File: config.mk
export PLATFORM = sky130hd
export DESIGN_NAME = dio_chan_ctrl
export DESIGN_NICKNAME = d
export VERILOG_FILES = /design/src/rtl/dio_pkg.sv /design/src/rtl/dio_sync2.sv /design/src/rtl/dio_chan_ctrl.sv
export SDC_FILE = /design/constraint.sdc
export NUM_CORES = 1
export LEC_CHECK = 0
export ABC_CLOCK_PERIOD_IN_PS = 5450
export BUFFER_PORTS_ARGS = -buffer_cell sky130_fd_sc_hd__buf_2
export CORE_ASPECT_RATIO = 1.5
export CORE_MARGIN = 4
export CORE_UTILIZATION = 66
export DETAILED_ROUTE_END_ITERATION = 12
export PLACE_DENSITY = 0.95
export SYNTH_ARGS = -nofsm -noshare
export SYNTH_HDL_FRONTEND = slang
export SYNTH_SLANG_ARGS = --single-unit
File: constraint.sdc
create_clock -name clk -period 5.45 [get_ports clk]
set_clock_uncertainty 0.2 [all_clocks]
set_input_delay 0.545 -clock clk [delete_from_list [all_inputs] [get_ports clk]]
set_output_delay 0.545 -clock clk [all_outputs]
set_load 0.05 [all_outputs]
File: src/rtl/dio_pkg.sv
// Shared encodings for the digital I/O channel controller: pin modes,
// config opcodes and sequencer states.
package dio_pkg;
  localparam int DIV_W = 16;

  typedef enum logic [1:0] {
    MODE_HIZ  = 2'b00,
    MODE_LOW  = 2'b01,
    MODE_HIGH = 2'b10,
    MODE_PAT  = 2'b11
  } mode_e;

  typedef enum logic [1:0] {
    OP_SET_MODE = 2'b00,
    OP_BCAST    = 2'b01,
    OP_PAT_WR   = 2'b10,
    OP_SEQ_CTRL = 2'b11
  } op_e;

  typedef enum logic {
    ST_IDLE = 1'b0,
    ST_RUN  = 1'b1
  } seq_state_e;
endpackage

File: src/rtl/dio_sync2.sv
// Two-flop synchroniser for asynchronous pad inputs.
module dio_sync2 #(
  parameter int W = 32
) (
  input  logic         clk,
  input  logic         rst_n,
  input  logic [W-1:0] d,
  output logic [W-1:0] q
);
  logic [W-1:0] meta;

  always_ff @(posedge clk or negedge rst_n) begin
    if (!rst_n) begin
      meta <= '0;
      q    <= '0;
    end else begin
      meta <= d;
      q    <= meta;
    end
  end
endmodule

File: src/rtl/dio_chan_ctrl.sv
// Digital I/O channel controller: per-channel static/pattern drive modes,
// a pattern memory played out by a small sequencer, and input synchronisation.
module dio_chan_ctrl
  import dio_pkg::*;
#(
  parameter int NUM_CH    = 32,
  parameter int PAT_DEPTH = 16,
  parameter int STEP_DIV  = 1
) (
  input  logic              clk,
  input  logic              rst_n,
  input  logic              cfg_valid,
  output logic              cfg_ready,
  input  logic [1:0]        cfg_op,
  input  logic [7:0]        cfg_addr,
  input  logic [NUM_CH-1:0] cfg_data,
  input  logic [NUM_CH-1:0] dio_in,
  output logic [NUM_CH-1:0] dio_out,
  output logic [NUM_CH-1:0] dio_oe,
  output logic [NUM_CH-1:0] dio_sync,
  output logic              seq_busy,
  output logic              seq_done
);
  localparam int IW = (PAT_DEPTH > 1) ? $clog2(PAT_DEPTH) : 1;
  localparam int CW = $clog2(NUM_CH);

  logic [NUM_CH-1:0][1:0] mode;
  logic [NUM_CH-1:0]      pat [PAT_DEPTH];
  seq_state_e             state;
  logic [IW-1:0]          idx, end_idx;
  logic                   loop;
  logic [DIV_W-1:0]       div;
  logic [NUM_CH-1:0]      last_word, word;
  logic [NUM_CH-1:0]      out_nxt, oe_nxt;
  logic                   accept;

  assign seq_busy  = (state == ST_RUN);
  assign cfg_ready = !(seq_busy && cfg_op == OP_PAT_WR);
  assign accept    = cfg_valid && cfg_ready;
  // While idle the outputs keep showing the last word played, not live memory.
  assign word      = seq_busy ? pat[idx] : last_word;

  always_ff @(posedge clk or negedge rst_n) begin
    if (!rst_n) begin
      mode <= '0;
    end else if (accept) begin
      case (op_e'(cfg_op))
        OP_SET_MODE: if (int'(cfg_addr) < NUM_CH) mode[cfg_addr[CW-1:0]] <= cfg_data[1:0];
        OP_BCAST:    for (int c = 0; c < NUM_CH; c++) mode[c] <= cfg_data[1:0];
        default: ;
      endcase
    end
  end

  always_ff @(posedge clk or negedge rst_n) begin
    if (!rst_n) begin
      for (int i = 0; i < PAT_DEPTH; i++) pat[i] <= '0;
    end else if (accept && cfg_op == OP_PAT_WR && int'(cfg_addr) < PAT_DEPTH) begin
      pat[cfg_addr[IW-1:0]] <= cfg_data;
    end
  end

  always_ff @(posedge clk or negedge rst_n) begin
    if (!rst_n) begin
      state     <= ST_IDLE;
      idx       <= '0;
      end_idx   <= '0;
      loop      <= 1'b0;
      div       <= '0;
      last_word <= '0;
      seq_done  <= 1'b0;
    end else begin
      seq_done <= 1'b0;
      if (seq_busy) last_word <= pat[idx];
      if (accept && cfg_op == OP_SEQ_CTRL) begin
        end_idx <= (int'(cfg_addr) >= PAT_DEPTH) ? IW'(PAT_DEPTH - 1) : cfg_addr[IW-1:0];
        loop    <= cfg_data[1];
        if (cfg_data[0]) begin
          state <= ST_RUN;
          idx   <= '0;
          div   <= '0;
        end else begin
          state <= ST_IDLE;
        end
      end else if (seq_busy) begin
        if (div == DIV_W'(STEP_DIV - 1)) begin
          div <= '0;
          if (idx == end_idx) begin
            if (loop) begin
              idx <= '0;
            end else begin
              state    <= ST_IDLE;
              seq_done <= 1'b1;
            end
          end else begin
            idx <= idx + 1'b1;
          end
        end else begin
          div <= div + 1'b1;
        end
      end
    end
  end

  always_comb begin
    out_nxt = '0;
    oe_nxt  = '0;
    for (int c = 0; c < NUM_CH; c++) begin
      oe_nxt[c]  = (mode[c] != MODE_HIZ);
      out_nxt[c] = (mode[c] == MODE_HIGH) || (mode[c] == MODE_PAT && word[c]);
    end
  end

  always_ff @(posedge clk or negedge rst_n) begin
    if (!rst_n) begin
      dio_out <= '0;
      dio_oe  <= '0;
    end else begin
      dio_out <= out_nxt;
      dio_oe  <= oe_nxt;
    end
  end

  dio_sync2 #(.W(NUM_CH)) u_sync (
    .clk  (clk),
    .rst_n(rst_n),
    .d    (dio_in),
    .q    (dio_sync)
  );
endmodule

== Word-level counts from Yosys, hierarchy flattened ==
Cells that the tools add are included.

* Add/subtract/negate cells: 2
* Magnitude comparators: 8
* Equality and inequality tests: 71
* Multiplexer cells: 34
* Bitwise operators: 2
* Reductions and logical operators: 112

{| class="wikitable"
|+ Operators with widths
! cell !! number
|-
| 512-bit bitwise mux || 1
|-
| 2-bit == test, second input constant || 66
|-
| 32-bit binary-select mux with 4-bit select || 1
|-
| 32-bit demux with 4-bit select || 1
|-
| 32-bit 2-to-1 mux || 4
|-
| 64-bit case mux with 2 select lines || 1
|-
| 2-bit nonzero test || 35
|-
| 64-bit bitwise mux || 1
|-
| 16-bit 2-to-1 mux || 4
|-
| 64-bit 2-to-1 mux || 1
|-
| 1-bit logical AND || 39
|-
| 1-bit logical OR || 32
|-
| 4-bit 2-to-1 mux || 7
|-
| 16-bit by 1-bit adder with 16-bit output, second input constant || 1
|-
| 16-bit logical NOT || 1
|-
| 1-bit 2-to-1 mux || 11
|-
| 2-bit demux with 5-bit select || 1
|-
| 5-bit greater-or-equal comparator, second input constant || 2
|-
| 4-bit NOT with 5-bit output || 2
|-
| 8-bit by 5-bit greater-or-equal comparator with 1-bit output, second input constant || 1
|-
| 8-bit by 5-bit < comparator with 1-bit output, second input constant || 1
|-
| 8-bit by 6-bit < comparator with 1-bit output, second input constant || 1
|-
| 5-bit by 6-bit < comparator with 1-bit output, second input constant || 1
|-
| 5-bit by 1-bit greater-or-equal comparator with 1-bit output, second input constant || 1
|-
| 12 further kinds || 13
|}

* Register bits after elaboration: 763
* Output and inout bits: 99
* Logic and storage cells: 288

== Depth between registers and ports, before layout ==
Gate-level depths: netlist (run 1).

* Depth in word-level cells: 7
* Depth in mapped cells: 8
* Mapped depth without buffers: 7

== Cells and area by module ==
Synthesis (run 1) repeated with hierarchy kept, for this count alone.

* Cell total of the unflattened synthesis: 2095
* Area total of the unflattened synthesis: 31938.1 um^2

{| class="wikitable"
|+ By module, submodules not included
! module !! times used !! cells an instance !! area an instance (um^2)
|-
| dio_chan_ctrl || 1 || 2031 || 30336.6
|-
| dio_sync2 || 1 || 64 || 1601.5
|}

== Worst setup path before layout (run 1) ==
No wires, ideal clock.

* Kind: register to output
* Start: reg state (netlist: seq_busy)
* End: out cfg_ready
* Data arrival time: 1875 ps
* Required time: 4705 ps
* Setup slack: 2830 ps
* Cell stages (with the launch flop): 4
* Path buffers: 2
* Path through: dfrtp_1 > clkbuf_1 > buf_1 > nand2_1

* Cells in the longest elaborated chain, start to end: 2

{| class="wikitable"
|+ Ends and longest elaborated chain
! element !! RTL line !! text
|-
| start: declaration || dio_chan_ctrl.sv:29 || <nowiki>seq_state_e state;</nowiki>
|-
| start signal: assignment || dio_chan_ctrl.sv:65 || <nowiki>state <= ST_IDLE;</nowiki>
|-
| start signal: assignment || dio_chan_ctrl.sv:79 || <nowiki>state <= ST_RUN;</nowiki>
|-
| start signal: assignment || dio_chan_ctrl.sv:83 || <nowiki>state <= ST_IDLE;</nowiki>
|-
| 1-bit logical AND || dio_chan_ctrl.sv:38 || <nowiki>assign cfg_ready = !(seq_busy && cfg_op == OP_PAT_WR);</nowiki>
|-
| 1-bit logical NOT || dio_chan_ctrl.sv:38 ||
|-
| end: declaration || dio_chan_ctrl.sv:13 || <nowiki>output logic cfg_ready,</nowiki>
|}

Every way passes these cells.

== Worst setup path after layout (run 1) ==
* Start: reg idx[1]
* End: reg dio_out[12]

* Cells in the longest elaborated chain, start to end: 7

{| class="wikitable"
|+ Ends and longest elaborated chain
! element !! RTL line !! text
|-
| start: declaration || dio_chan_ctrl.sv:30 || <nowiki>logic [IW-1:0] idx, end_idx;</nowiki>
|-
| start signal: assignment || dio_chan_ctrl.sv:96 || <nowiki>idx <= idx + 1'b1;</nowiki>
|-
| 4-bit NOT with 5-bit output (not written as such) || dio_chan_ctrl.sv:41 || <nowiki>assign word = seq_busy ? pat[idx] : last_word;</nowiki>
|-
| 32-bit binary-select mux with 4-bit select || dio_chan_ctrl.sv:41 ||
|-
| 32-bit 2-to-1 mux (not written as such) (2 in series) || dio_chan_ctrl.sv:41 ||
|-
| 32-bit 2-to-1 mux || dio_chan_ctrl.sv:41 ||
|-
| via word[12] || dio_chan_ctrl.sv:33 || <nowiki>logic [NUM_CH-1:0] last_word, word;</nowiki>
|-
| 1-bit logical AND || dio_chan_ctrl.sv:110 || <nowiki>out_nxt[c] = (mode[c] == MODE_HIGH) || (mode[c] == MODE_PAT && word[c]);</nowiki>
|-
| 1-bit logical OR || dio_chan_ctrl.sv:110 ||
|-
| via out_nxt[12] || dio_chan_ctrl.sv:34 || <nowiki>logic [NUM_CH-1:0] out_nxt, oe_nxt;</nowiki>
|-
| end signal: assignment || dio_chan_ctrl.sv:119 || <nowiki>dio_out <= out_nxt;</nowiki>
|-
| end: declaration || dio_chan_ctrl.sv:18 || <nowiki>output logic [NUM_CH-1:0] dio_out,</nowiki>
|}

The timed path passes the listed nets, and every way through them passes these cells. The select of a mux whose other input is x is not followed.
A chain may end at the register's enable or synchronous reset.

==> metrics, run 1 <==
outcome=finished clean; vias in the first global route=between 20,000 and 25,000; Post-Syn Instances=about 2,100; CTS tree=built; Design Area, Final=0.03594 mm^2; drt total wl=83.38 mm; CTS Buffer Depth=3; TNS Setup=0 ps; clk sinks=763; pin count of the biggest net entering global routing=between 150 and 200; CP Data Arrival Time=approximately 3700 ps; first-pass GRT wire length=130.3 mm; f_max=295.1 MHz; GR Overflow Total=0; post-CTS sizing=0; synthesized flop and latch total=763; all-layer global routing usage=between 30% and 40%; minimum clock period=~3400 ps; RSZ-0062 raised after global routing=no; Antenna Nets Post-Route=0; actual slew at the worst max-slew pin=~1200 ps; dpl hpwl=around 45 mm; clock transition at the registers of the reported paths=70 ps; Placement Cell Area=0.03329 mm^2; TritonCTS Buffers=70; I/O Buffers=175; Routability Congestion=around 0.86; Psw=4.306 mW; PD cells=389.0 mW/mm^2; initial antenna violation count=1; first-pass detailed-route iteration total=5; Cell Area, Synth=0.03192 mm^2; critical path endpoint category=register; Nets=approximately 2,300; Worst setup SP type=register; clk root buf=clkbuf_16; layout cells sized above 1=47.68%; fill count=2,442; die height=around 280 um; maximum VDD drop=slightly above 300 uV; syn avg cell area=15.23 um^2; synthesis-to-finish area growth=12.58%; final worst path period share=62.17%; sequential cell area=0.01910 mm^2; final setup fails=0; Syn Nets=around 2,200; area of the multi-input gates=0.01206 mm^2; Clk Latency, worst-skew pair=around 600 ps; Top Ports=between 150 and 200; DR vias=between 15,000 and 20,000; Worst Path Max Fanout=59; worst setup path class=register to register; part of the power in registers=a little under half; max-cap viol count=0; DR iter-0 viols=1,970; Rel. slew slack=19.65%; sequential area share after synthesis=59.81%; leakage=between 15 and 20 nW; die area=0.05202 mm^2; Setup Fix Bufs, Post-CTS=0; total number of H-tree levels=3; DP Cell Count=2,752; WL/cell=28.61 um; Combinational Power Share=19.0%; Synth warnings=0; via density per instance=a little under 7; Internal Power=9.672 mW; EDFF count, synth=0; Hold Crit Class=input pin to register; Starting Density=66.76%; async set or reset register ratio after synthesis=100.0%; count of unique library cells instantiated by Yosys=43; # rows=98; Final Instance Count excl. Fillers=~2,900; CORE AREA=0.04782 mm^2; Final Hold Viols=0; # DRC=0; switching share of power=30.81%; Top FF cell, synth=dfrtp_1; worst path required time=5740 ps; die width=187.6 um; Final Max Slew Viols=0; # hold bufs at CTS=33; clock power share=between 30% and 40%
## final timing paths
| check | slack, ps | cells past startpoint | start | endpoint |
|---|---|---|---|---|
| setup / recovery | 2060 | 6 | idx[1] | dio_out[12] |
| hold / removal | 70 | 3 | cfg_addr[1] | end_idx[1] |
| setup reg to reg | 2060 | 6 | idx[1] | dio_out[12] |
| hold reg to reg | 140 | 0 | u_sync.meta[2] | u_sync.q[2] |
| max in group asynchronous | 3210 | 3 | rst_n | pat[466] |
| min in group asynchronous | 350 | 2 | rst_n | last_word[9] |
## per-stage QoR
step | utilization, % | setup slack, ps | hold slack, ps | power [mW]
after floorplan | - | 2830 | 49.41 | 8.213
after global placement | 69.62 | 2148 | 131.5 | 8.944
after detailed placement | 69.62 | 2066 | 134.7 | 9.036
after CTS | 75.14 | 2123 | 48.43 | 13.99
after global routing | 75.14 | 1976 | 64.46 | 14.42
final | 75.15 | 2062 | 68.12 | 13.98
## metal layers
layer / vias up / global-route usage, % / share of wire [%]
met1: 10360 / 40.18 / 35
li1: 7892 / - / -
met3: 406 / 6.357 / 8.1
met5: - / 0 / 0
met4: 0 / 19.13 / 6.9
met2: 1278 / 53.27 / 50
## power groups by stage
stage / clock network [mW] / logic (mW) / registers (mW)
after floorplan: 0 / 1.52 / 6.69
after global placement: 0 / 2.51 / 6.43
after detailed placement: 0 / 2.58 / 6.46
after CTS: 4.99 / 2.63 / 6.37
after global routing: 5.24 / 2.77 / 6.42
final: 4.95 / 2.65 / 6.38
## area by class of cell
class	instances	area share [%]
Clock inverter	22	0.5605
Inverter	41	0.4282
Antenna cell	3	0.02089
Sequential cell	763	53.15
Tap cell	600	2.089
Timing Repair Buffer	242	4.338
Clock buffer	104	5.859
Multi-Input combinational cell	1139	33.55
## state kept, by name, indices dropped and copies added, names as in the netlist
register and cells:
u_sync.meta 32, loop 1, u_sync.q 32, last_word 32
idx 4, dio_oe 32, pat 512, mode 64
seq_busy 1, div 16, dio_out 32, end_idx 4
seq_done 1
## Yosys cell counts (3+ instances only)
library cell	count	share of area, %
nand2b_1	3	0.059
a22o_1	3	0.082
xnor2_1	4	0.11
inv_1	41	0.48
nand4_1	3	0.059
clkbuf_1	84	0.99
nor2b_1	8	0.16
ha_1	3	0.12
o21ai_0	22	0.34
nand2_1	81	0.95
nand3_1	12	0.19
o211ai_1	3	0.071
or3_1	4	0.078
a21o_1	3	0.071
mux2_2	589	21
nor4_1	9	0.18
mux2_4	11	0.52
nor3_1	10	0.16
a21oi_1	37	0.58
buf_6	9	0.32
o21a_1	32	0.75
and2_1	4	0.078
nor2_1	54	0.63
mux4_2	128	9.0
dfrtp_1	763	60
or2_2	32	0.63
and3_1	4	0.078
a22oi_1	64	1.5
buf_2	19	0.30
buf_1	40	0.47
## cell usage in the layout (no fill, tap or decap), drive strengths merged, types with 2 or more instances in the layout
cell type,n
a21o,3
a21oi,37
a22o,3
a22oi,64
a31oi,2
and2,4
and3,4
buf,209
bufinv,2
clkbuf,104
clkinv,14
clkinvlp,6
dfrtp,763
diode,3
dlygate4sd3,33
ha,3
inv,41
mux2,600
mux2i,2
mux4,128
nand2,81
nand2b,3
nand3,12
nand4,3
nor2,54
nor2b,8
nor3,11
nor4,9
o211ai,3
o21a,32
o21ai,23
or2,32
or3,4
or4,2
xnor2,4
xor2,2
## cells by family after synthesis
family,share of synthesized area (%)
adders and majority gates,0.1176
and+or+nand+nor,3.429
buffers and inverters,2.579
xor gates and xnor gates,0.1646
AOI/OAI and AO/OA,3.512
muxes,30.39
DFF,59.81
## worst max-delay path, stage by stage (launching register included)
cell and delay, ps:
dfrtp_4 1040, buf_4 610, mux4_2 430, a22oi_1 310, nand2_1 110, mux2_2 330
o21a_1 200
No activity file was read; power rests on OpenSTA's default activity.
==> run 2: changes to the inputs <==
ABC_CLOCK_PERIOD_IN_PS = 3020   (was 5450)
CORE_UTILIZATION = 55   (was 66)
PLACE_DENSITY = 0.86   (was 0.95)
clock period = 3.02 ns   (was 5.45 ns; I/O delays follow)
==> run 2 against run 1 <==
Net effect: cell area grew 3.5%; critical path depth stayed put; global-route usage decreased by 5.8 points; power is 85% higher; worst hold slack got worse by 21 ps; via count fell by 1.3%; combinational power grew 110%; cell count is 8.8% higher; sequential power grew 77%; routed wire length decreased by 1.9%; largest power group unchanged.
==> metrics, run 2 (same netlist as run 1, synthesis figures left out) <==
Final Hold Viols=0; fill count=3,758; f_max=354.2 MHz; die height=between 300 and 400 um; leakage=18.34 nW; minimum clock period=2823 ps; Hold Crit Class=input pin to register; post-place setup slack=308.4 ps; setup slack after layout=196.5 ps; Antenna Nets Post-Route=0; clk root buf=clkbuf_16; DR iter-0 viols=between 1,500 and 2,000; GR Overflow Total=0; total number of H-tree levels=3; Biggest register=pat; clock transition at the registers of the reported paths=70 ps; Routability Congestion=0.8542; outcome=finished clean; most common cell after layout, fill and taps aside=dfrtp_1; DR vias=19,670; Final Max Slew Viols=0; commonest non-fill, non-tap cells in the layout=dfrtp_1 (760), mux2_2 (589), buf_2 (174); drt total wl=~82 mm; Clk Latency, worst-skew pair=610 ps; layout cells sized above 1=48.23%; switching share of power=slightly above 30%; CP Data Arrival Time=3170 ps; Worst setup SP type=register; biggest regs=pat x512, mode x64; TNS Setup=0 ps; slowest stage delay, CP=730 ps; all-layer global routing usage=around a quarter; TritonCTS Buffers=73; die area=slightly above 0.06 mm^2; dpl hpwl=49.14 mm; WL/cell=between 20 and 30 um; via density per instance=6.206; vias in the first global route=21,540; synthesis-to-finish area growth=16.48%; RSZ-0062 raised after global routing=no; initial antenna violation count=2; # rows=around 110; Internal Power=approximately 18 mW; critical path endpoint category=register; pin count of the biggest net entering global routing=81; actual slew at the worst max-slew pin=1151 ps; DP Cell Count=2,967; I/O Buffers=175; final worst path period share=93.49%; first-pass GRT wire length=125.3 mm; max FFs per register=just over 500; worst path required time=3370 ps; part of the power in registers=43.6%; Psw=7.892 mW; Nets=~2,400; worst setup path class=register to register; clk sinks=around 760; Top Ports=176; Combinational Power Share=around a fifth; CORE AREA=0.05717 mm^2; first-pass detailed-route iteration total=6; Final Power=approximately 26 mW; CTS Buffer Depth=3; final setup fails=0; Starting Density=roughly 56%; Final Instance Count excl. Fillers=3,170; # DRC=0; CP cell instances=nor2b_2 -> buf_4 -> a22oi_1 -> nand2_1 -> mux2_2 -> o21a_1; clock power share=a little over a third; PD cells=695.2 mW/mm^2; CTS tree=built; maximum VDD drop=572.2 uV; Worst Path Max Fanout=23; Slowest-stage cell, CP=nor2b_2; die width=approximately 200 um; Rel. slew slack=23.25%; max-cap viol count=0
[run 2: metrics by stage]
stage	utilization [%]	hold slack, ps	cell area, um^2
3_3_place_gp	59.65	132.4	34100
6_report	65.05	47.58	37180
2_1_floorplan	-	-193.6	31920
5_1_grt	65.04	78.18	37180
3_5_place_dp	59.65	134.7	34100
4_1_cts	65.04	15.59	37180
[run 2: metal layers]
layer	share of wire, %	vias up	track usage (%)
met1	37	10390	32.92
met2	50	940	44.34
li1	-	8094	-
met5	0	-	0
met4	5.9	0	14.96
met3	6.8	249	4.704
[run 2: power groups by stage]
stage               combinational [mW]  clock (mW)  sequential (mW)
floorplan                         2.75           0             12.1
global placement                  5.30           0             11.4
detailed placement                5.38           0             11.4
CTS                               5.49        9.20             11.3
global route                      5.78        9.61             11.3
finish                            5.50        9.08             11.3
[run 2: area by class of cell]
class | count | area [um^2] | share of cell area, %
Antenna cell | 2 | 5.005 | 0.01346
Multi-Input combinational cell | 1139 | 12060 | 32.43
Timing Repair Buffer | 333 | 2552 | 6.864
Tap cell | 763 | 954.7 | 2.567
Sequential cell | 763 | 19100 | 51.37
Inverter | 41 | 153.9 | 0.4139
Clock inverter | 27 | 272.8 | 0.7335
Clock buffer | 102 | 2086 | 5.609
[run 2: timing repair]
action,CTS,global route
hold buffers,72,0
endpoints found under the setup margin,0,0
buffers inserted,0,0
endpoints found under the hold margin,575,0
gates resized for setup,0,0
[run 2: critical path, delay by kind of cell, from the launching register on]
| kind | cells | cell delay [ps] |
|---|---|---|
| AOI/OAI and AO/OA | 2 | 260 |
| buffers and inverters | 1 | 540 |
| DFF | 1 | 470 |
| muxes | 1 | 240 |
| and+or+nand+nor | 2 | 1000 |
[run 2: final timing paths]
path                                 startpoint           end  slack [ps]  depth (start not counted)
max in group asynchronous                 rst_n      pat[278]        1550                          3
worst max-delay path                     idx[3]    dio_out[8]         200                          6
worst min register to register  u_sync.meta[12]  u_sync.q[12]         150                          0
worst max register to register           idx[3]    dio_out[8]         200                          6
min in group asynchronous                 rst_n       pat[27]         140                          2
worst min-delay path                  cfg_op[1]          loop          50                          4
